## src/rtl/program_counter.sv

```systemverilog
// program_counter: IF-stage PC register for the 16-bit pipelined MIPS core.
// Loads PC_in on every non-reset rising edge. It also provides the sequential
// successor address (PC_plus) and the previously held PC (PC_prev) for EPC use.
// Optional feature: define PC_ALIGN_CHECK_EN to enable the registered
// fetch-target misalignment flag (align_err). Without it, align_err is tied to 0.
module program_counter #(
  parameter int unsigned          WIDTH       = 16,
  parameter logic [WIDTH-1:0]     RESET_VALUE = '0,
  parameter int unsigned          INCR        = 1,
  parameter int unsigned          ALIGN_BITS  = 0
) (
  input  logic             clk,
  input  logic             rst,
  input  logic [WIDTH-1:0] PC_in,
  output logic [WIDTH-1:0] PC_out,
  output logic [WIDTH-1:0] PC_plus,
  output logic [WIDTH-1:0] PC_prev,
  output logic             align_err
);

  localparam logic [WIDTH-1:0] INCR_W = WIDTH'(INCR);

  // Declaration initializers give a defined power-up value in simulation only;
  // silicon relies on rst being asserted before use.
  logic [WIDTH-1:0] pc_out_q  = RESET_VALUE;
  logic [WIDTH-1:0] pc_prev_q = RESET_VALUE;
  logic [WIDTH-1:0] pc_out_d;
  logic [WIDTH-1:0] pc_prev_d;

  // Next-state for the PC pair: reset wins, otherwise shift PC_out into PC_prev and load PC_in verbatim
  always_comb begin
    pc_out_d  = pc_out_q;
    pc_prev_d = pc_prev_q;
    if (rst) begin
      pc_out_d  = RESET_VALUE;
      pc_prev_d = RESET_VALUE;
    end else begin
      pc_out_d  = PC_in;
      pc_prev_d = pc_out_q;
    end
  end

  // PC register pair, loaded unconditionally every edge (stalls recirculate PC_out upstream)
  always_ff @(posedge clk) begin
    pc_out_q  <= pc_out_d;
    pc_prev_q <= pc_prev_d;
  end

  assign PC_out  = pc_out_q;
  assign PC_prev = pc_prev_q;
  assign PC_plus = pc_out_q + INCR_W;

`ifdef PC_ALIGN_CHECK_EN
  logic align_err_q = 1'b0;
  logic align_err_d;
  logic align_bad;

  // Low ALIGN_BITS of the incoming target must be zero; with zero bits nothing can be misaligned
  if (ALIGN_BITS > 0) begin : g_align_chk
    assign align_bad = |PC_in[ALIGN_BITS-1:0];
  end else begin : g_align_none
    assign align_bad = 1'b0;
  end

  // Flag follows the value being loaded; reset clears it
  always_comb begin
    align_err_d = 1'b0;
    if (!rst) begin
      align_err_d = align_bad;
    end
  end

  // Flag register, aligned in time with PC_out
  always_ff @(posedge clk) begin
    align_err_q <= align_err_d;
  end

  assign align_err = align_err_q;
`else
  assign align_err = 1'b0;
`endif

endmodule

```

## config.mk

```make
export PLATFORM = sky130hd
export DESIGN_NAME = program_counter
export DESIGN_NICKNAME = d
export VERILOG_FILES = /design/src/rtl/program_counter.sv
export SDC_FILE = /design/constraint.sdc
export NUM_CORES = 1
export LEC_CHECK = 0
export CORE_MARGIN = 2
export CORE_UTILIZATION = 33
export DETAILED_ROUTE_END_ITERATION = 8
export GPL_TIMING_DRIVEN = 0
export PLACE_DENSITY = 0.83
export SLEW_MARGIN = 20
export SYNTH_ARGS = -nofsm -noshare
export SYNTH_HDL_FRONTEND = slang
export SYNTH_SLANG_ARGS = --single-unit
```

## constraint.sdc

```tcl
create_clock -name clk -period 1.5 [get_ports clk]
set_clock_uncertainty 0.2 [all_clocks]
set_input_delay 0.3 -clock clk [delete_from_list [all_inputs] [get_ports clk]]
set_output_delay 0.3 -clock clk [all_outputs]
set_load 0.005 [all_outputs]
```

# After elaboration in Yosys (flattened, before gate mapping)
# Cells that the tools add are included.
[classes] add_sub_neg=1
[op_table] operator="16-bit by 1-bit adder with 16-bit output (second input constant)" count=1
[word_totals] register_bits=32 in_bits=18 output_inout_bits=49 wordCells=3

# Depth between registers and ports, before layout
# Gate-level depths: netlist of the first run.
[logic_depth] word_depth=1 mapped_depth=4 ltp_nobuf=4

# Least setup slack after synthesis of the first run
# No wires, ideal clock.
[synth_timing] kind="register to output" start="reg pc_out_q[0] (netlist: PC_out[0])" end="out PC_plus[12]" arrival_ns=1.242 t_required_ns=1.000 setup_slack_ns=-0.242 path_stages_with_launch=5 path_buffers=0 cell_sequence="dfxtp_1 > ha_1 > nand4_1 > nor4_1 > xor2_1"
[synth_via] elab_chain_cells=1
[synth_lines] item="start: declaration" line="25" source="logic [WIDTH-1:0] pc_out_q = RESET_VALUE;"
[synth_lines] item="start signal: assignment" line="45" source="pc_out_q <= pc_out_d;"
[synth_lines] item="16-bit by 1-bit adder with 16-bit output" line="51" source="assign PC_plus = pc_out_q + INCR_W;"
[synth_lines] item="end: declaration" line="16" source="output logic [WIDTH-1:0] PC_plus,"
# Every way passes these cells.

# Worst setup path in the final report of the first run
[layout_timing] start="reg pc_out_q[1] (netlist: PC_out[1])" end="out PC_plus[10]"
# The elaborated chain is that of the path after synthesis.

==> results.sh, run 1 <==
export IMPL_status="finished with violations"
export IMPL_violations="setup timing"
export IMPL_grt_first_pass_wirelength_um=6230
export IMPL_clk_path_buf_depth=2
export IMPL_grt_use_met3_pct=5.77
export IMPL_synthTopCellsByArea="dfxtp_1, nor2b_1, xor2_1"
export IMPL_fillers=247
export IMPL_firstDrtPassIters=4
export IMPL_vias=1187
export IMPL_area_growth_pct=110
export IMPL_ant_nets=0
export IMPL_cts_hold_buffers=0
export IMPL_critical_path_startpoint_type="register"
export IMPL_die_area_mm2=0.00395
export IMPL_ios=67
export IMPL_cp_required_ns=1.00
export IMPL_dpl_cell_area_mm2=0.00191
export IMPL_cts_tree="yes"
export IMPL_grt_max_degree=11
export IMPL_fmax_ghz=0.456
export IMPL_multi_input_area_um2=667
export IMPL_min_path_type="input pin to register"
export IMPL_drive_gt1_share_pct=52.0
export IMPL_h_tree_depth=2
export IMPL_clk_pin_slew_ns=0.10
export IMPL_diodes=0
export IMPL_rsz0062_at_grt="true"
export IMPL_hold_slack_ns=0.313
export IMPL_worstSkewPairLatency_ns=0.32
export IMPL_finalSetupViolations=20
export IMPL_finalWirelength_um=3820
export IMPL_mappedNetlistArea_mm2=0.00114
export IMPL_yosysTopAreaCellShare_pct=56.1
export IMPL_num_rows=21
export IMPL_die_width_um=62.8
export IMPL_gr_usage_met2_pct=36.7
export IMPL_grt_usage_pct=20.2
export IMPL_cts_root_buf="clkbuf_4"
export IMPL_drc=0
export IMPL_grt_busiest_layer="met2"
export IMPL_peakVddDrop_v=0.000468
export IMPL_die_h_um=62.8
export IMPL_globalRoute_totalOverflow=0
export IMPL_synth_top_area_cell="dfxtp_1"
export IMPL_leakage_nw=1.21
export IMPL_drv_slew=0
export IMPL_syn_avg_cell_area_um2=10.2
export IMPL_first_iter_violations=45
export IMPL_dp_hpwl_um=2160
export IMPL_fin_cells=269
export IMPL_final_area_mm2=0.00239
export IMPL_cp_max_fo=5
export IMPL_p_per_area_mw_per_mm2=701
export IMPL_seq_area_frac_synth_pct=56.1
export IMPL_syn_inst=112
export IMPL_clock_sinks=32
export IMPL_seq_area_um2=693
export IMPL_core_mm2=0.00334
export IMPL_antenna_found_initial=0
export IMPL_cp_arrival_ns=1.69
export IMPL_finalCritPeriodShare_pct=146
export IMPL_timing_final_ws_setup_ns=-0.691
export IMPL_start_util_pct=34.2
export IMPL_dp_cells=223
export IMPL_drv_cap=0
export IMPL_fin_crit_ns=2.19
export IMPL_nNetsFinal=242
export IMPL_ys_seq_elements=32
export IMPL_gp_congestion=0.671
export IMPL_vias_per_cell=4.41
export IMPL_grtUsageMet1_pct=22.3
export IMPL_cts_made_buffers=5
export IMPL_end_kind="primary output"
export IMPL_ys_warn_count=0
export IMPL_critical_path_class="register to primary output"
export IMPL_grt_pass1_vias=1262
export IMPL_syn_nets=131
export IMPL_routedWlPerCell_um=14.2
export IMPL_synth_distinct_cells=18
export IMPL_hold_viol_final=0
export IMPL_place_port_buffers=65
-- cells by family after synthesis --
family / synth area share (%)
AND/OR/NAND/NOR: 28.8
adder cells (fa/ha/maj): 1.10
XOR/XNOR: 10.7
other: 0.328
buffers and inverters: 2.96
flip-flops: 56.1
-- critical path, stage by stage, from the launching register on --
cell and delay, ns:
dfxtp_4 0.38, buf_6 0.10, ha_4 0.11, nand4_1 0.13, buf_6 0.19, nor3_4 0.17, xor2_1 0.16, buf_2 0.13
-- synthesized netlist by cell type --
cell	number
nand2_1	4
inv_1	4
nand3_2	1
xnor2_1	5
ha_1	1
conb_1	1
nor4_2	1
nand4_1	3
clkbuf_1	3
nor2b_1	28
buf_4	1
nor4_1	3
xor2_1	9
nand3_1	4
dfxtp_1	32
nor2_1	7
nand4_2	1
nor3_1	4
-- per-layer routing --
layer	routed length (µm)	part of all wire, %
met1	1480	39
met5	0	0
met3	243	6.4
met4	31	0.81
met2	2070	54
-- cell type report --
type	count	area share, %
timing repair buffer	104	37.3
sequential	32	28.9
multi-input combinational	72	27.8
tap	46	2.40
clock buffer	6	1.72
buffer	4	0.836
inverter	4	0.731
clock inverter	1	0.209
-- final timing paths --
check                                 from  slack [ns]     endpoint  cells past startpoint
worst max register to register   PC_out[0]        0.08   PC_prev[0]                      8
worst max-delay path             PC_out[1]       -0.69  PC_plus[10]                      7
worst min-delay path              PC_in[3]        0.31    PC_out[3]                      2
worst min register to register  PC_out[15]        0.31  PC_prev[15]                      1
-- state kept, by name, indices dropped and copies added, names as in the netlist --
register,flops
PC_out,16
PC_prev,16
-- timing repair --
item | 4_1_cts | 5_1_grt
pin swaps | 22 | 13
hold endpoints to repair | 0 | 0
gates resized for setup | 192 | 19
setup buffers | 30 | 9
endpoints found under the setup margin | 48 | 24
-- cells in the final DEF (no fill, tap or decap), drive strengths merged --
cell type	Yosys	routed
dlygate4sd2	0	18
nor3	4	4
xor2	9	9
conb	1	1
xnor2	5	5
clkdlybuf4s50	0	17
dfxtp	32	32
nand2	4	4
inv	4	4
nand4	4	4
nand3	5	5
nor2b	28	28
buf	1	69
nor2	7	7
nor4	4	4
clkbuf	3	10
clkinv	0	1
ha	1	1
-- where the power goes --
part | total [W] | switching (W) | internal (W)
Combinational | 0.000314 | 0.000119 | 0.000195
Clock | 0.000452 | 0.000280 | 0.000173
Sequential | 0.000913 | 0.0000309 | 0.000882
Total | 0.00168 | 0.000430 | 0.00125
-- per-stage QoR --
stage / utilization (%) / setup WS, ns / total power [W] / TNS, ns
after floorplan: - / -0.118 / 0.00102 / -0.525
after global placement: 57.2 / -0.780 / 0.00120 / -12.91
after detailed placement: 57.2 / -0.859 / 0.00120 / -14.16
after CTS: 67.3 / -0.630 / 0.00165 / -7.47
after global routing: 71.8 / -0.789 / 0.00176 / -10.21
final: 71.8 / -0.691 / 0.00168 / -8.86
Power figures use the tool's default switching activity.
==> inputs of run 2 (changes only) <==
==> constraint.sdc (replaced) <==
create_clock -name clk -period 1.5 [get_ports clk]
set_clock_uncertainty 0.2 [all_clocks]
set_input_delay 0.3 -clock clk [delete_from_list [all_inputs] [get_ports clk]]
set_output_delay 0.3 -clock clk [all_outputs]
set_load 0.02 [all_outputs]
==> results.sh, run 2 (synthesis results as in run 1) <==
export IMPL_status="finished with violations"
export IMPL_violations="setup timing"
export IMPL_fmax_ghz=0.445
export IMPL_cts_tree="yes"
export IMPL_cts_root_buf="clkbuf_4"
export IMPL_dp_hpwl_um=2320
export IMPL_num_rows=21
export IMPL_grt_max_degree=11
export IMPL_p_sw_share_pct=27.9
export IMPL_grt_first_pass_wirelength_um=5620
export IMPL_p_clk_share_pct=28.0
export IMPL_drc=0
export IMPL_peakVddDrop_v=0.000594
export IMPL_timing_final_ws_setup_ns=-0.749
export IMPL_p_per_area_mw_per_mm2=772
export IMPL_hold_viol_final=0
export IMPL_power_switching_w=0.000507
export IMPL_ios=67
export IMPL_setup_tns_ns=-9.08
export IMPL_whs_endpoint="PC_prev[15]"
export IMPL_clk_pin_slew_ns=0.10
export IMPL_holdPathStages=1
export IMPL_cp_arrival_ns=1.75
export IMPL_die_width_um=62.8
export IMPL_rsz0062_at_grt="true"
export IMPL_grt_use_met3_pct=4.32
export IMPL_finalWirelength_um=3610
export IMPL_clk_path_buf_depth=2
export IMPL_globalRoute_totalOverflow=0
export IMPL_multi_input_area_um2=692
export IMPL_seq_area_um2=687
export IMPL_cts_made_buffers=5
export IMPL_pwr_share_seq_pct=50.7
export IMPL_ant_nets=0
export IMPL_maxSlewHeadroom_pct=65.3
export IMPL_drv_cap=0
export IMPL_min_path_type="register to register"
export IMPL_cp_max_fo=3
export IMPL_clock_sinks=32
export IMPL_first_iter_violations=35
export IMPL_worstSkewPairLatency_ns=0.34
export IMPL_finalSetupViolations=19
export IMPL_h_tree_depth=2
export IMPL_r2r_end="PC_prev[1]"
export IMPL_critical_path_startpoint_type="register"
export IMPL_leakage_nw=1.09
export IMPL_die_area_mm2=0.00395
export IMPL_min_from="PC_out[15]"
export IMPL_most_common_layout_cells="nor2b_1, buf_4, buf_6, dfxtp_1, clkdlybuf4s50_1"
export IMPL_drv_slew=0
export IMPL_area_growth_pct=106
export IMPL_hold_slack_ns=0.287
export IMPL_end_kind="primary output"
export IMPL_die_h_um=62.8
export IMPL_dp_slack_ns=-0.996
export IMPL_grtUsageMet1_pct=21.8
export IMPL_worstSetupStartpoint="PC_out[0]"
export IMPL_fin_crit_ns=2.25
export IMPL_grt_pass1_vias=1148
export IMPL_drive_gt1_share_pct=52.6
export IMPL_gp_congestion=0.711
export IMPL_firstDrtPassIters=4
export IMPL_cp_required_ns=1.00
export IMPL_power_frac_comb_pct=21.3
export IMPL_antenna_found_initial=0
export IMPL_routedWlPerCell_um=14.0
export IMPL_reg2reg_from="PC_out[1]"
export IMPL_fillers=258
export IMPL_regToRegSetupSlack_ns=0.35
export IMPL_place_port_buffers=65
export IMPL_internal_power_w=0.00131
export IMPL_cts_hold_buffers=0
export IMPL_worstMarginPinSlew_ns=0.520
export IMPL_start_util_pct=34.2
export IMPL_gr_usage_met2_pct=32.4
export IMPL_vias_per_cell=4.41
export IMPL_diodes=0
export IMPL_finalCritPeriodShare_pct=150
export IMPL_vias=1134
export IMPL_grt_busiest_layer="met2"
export IMPL_nNetsFinal=229
export IMPL_r2r_cells=4
export IMPL_critical_path_class="register to primary output"
export IMPL_finalPower_w=0.00181
export IMPL_core_mm2=0.00334
export IMPL_final_common_cell="nor2b_1"
export IMPL_grt_usage_pct=19.1
[run 2: cell types whose count changed in the layout (fill, tap and decap cells not counted), moves of 5 or more]
| cell | delta |
|---|---|
| dlygate4sd2_1 | -16 |
| xor2_1 | -5 |
| clkdlybuf4s15_1 | +9 |
| buf_2 | -16 |
| buf_4 | +7 |
| xor2_2 | +5 |
[run 2: how the worst max path moves through the flow]
stage / end / cells past startpoint
global route: PC_plus[8] / 7
detailed placement: PC_plus[12] / 5
CTS: PC_plus[12] / 6
finish: PC_plus[10] / 7
global placement: PC_plus[14] / 5
floorplan: PC_plus[12] / 4
[run 2: final cells by class]
class / count / share of cell area [%]
multi-input cells: 72 / 29.4
repair buffers: 91 / 34.9
clock inverters: 1 / 0.160
well taps: 46 / 2.45
plain buffers: 4 / 0.798
flip-flops and latches: 32 / 29.2
clock buffers: 7 / 2.34
inverters: 4 / 0.745
[run 2: power groups by stage]
stage / combinational, W / clock (W) / sequential [W]
floorplan: 0.000107 / 0 / 0.000996
global placement: 0.000333 / 0 / 0.000949
detailed placement: 0.000340 / 0 / 0.000952
CTS: 0.000367 / 0.000524 / 0.000919
global route: 0.000408 / 0.000561 / 0.000926
finish: 0.000386 / 0.000508 / 0.000920
[run 2: per-stage QoR]
step	utilization [%]	area [µm²]	cells
6_report	70.5	2350	257
5_1_grt	70.5	2350	257
4_1_cts	69.0	2300	252
3_5_place_dp	60.5	2020	223
3_3_place_gp	60.5	2020	223
2_1_floorplan	-	1310	112
[run 2: metal layers]
layer / vias up / routed length, µm
met5: - / 0
met4: 0 / 80
met3: 6 / 181
met2: 37 / 2000
met1: 539 / 1340
li1: 552 / -
[run 2: worst max-delay path, stage by stage, from the launching register on]
cell	delay, ns
dfxtp_4	0.39
ha_4	0.13
nand4_1	0.14
buf_4	0.20
buf_6	0.12
nor3_4	0.14
xor2_2	0.17
buf_6	0.14
[run 2: timing repair]
action / CTS / global route
setup endpoints to repair: 48 / 36
endpoints found under the hold margin: 0 / 0
resized for setup: 209 / 29
cloned: 0 / 0
setup buffers: 21 / 6
pin swaps: 18 / 12
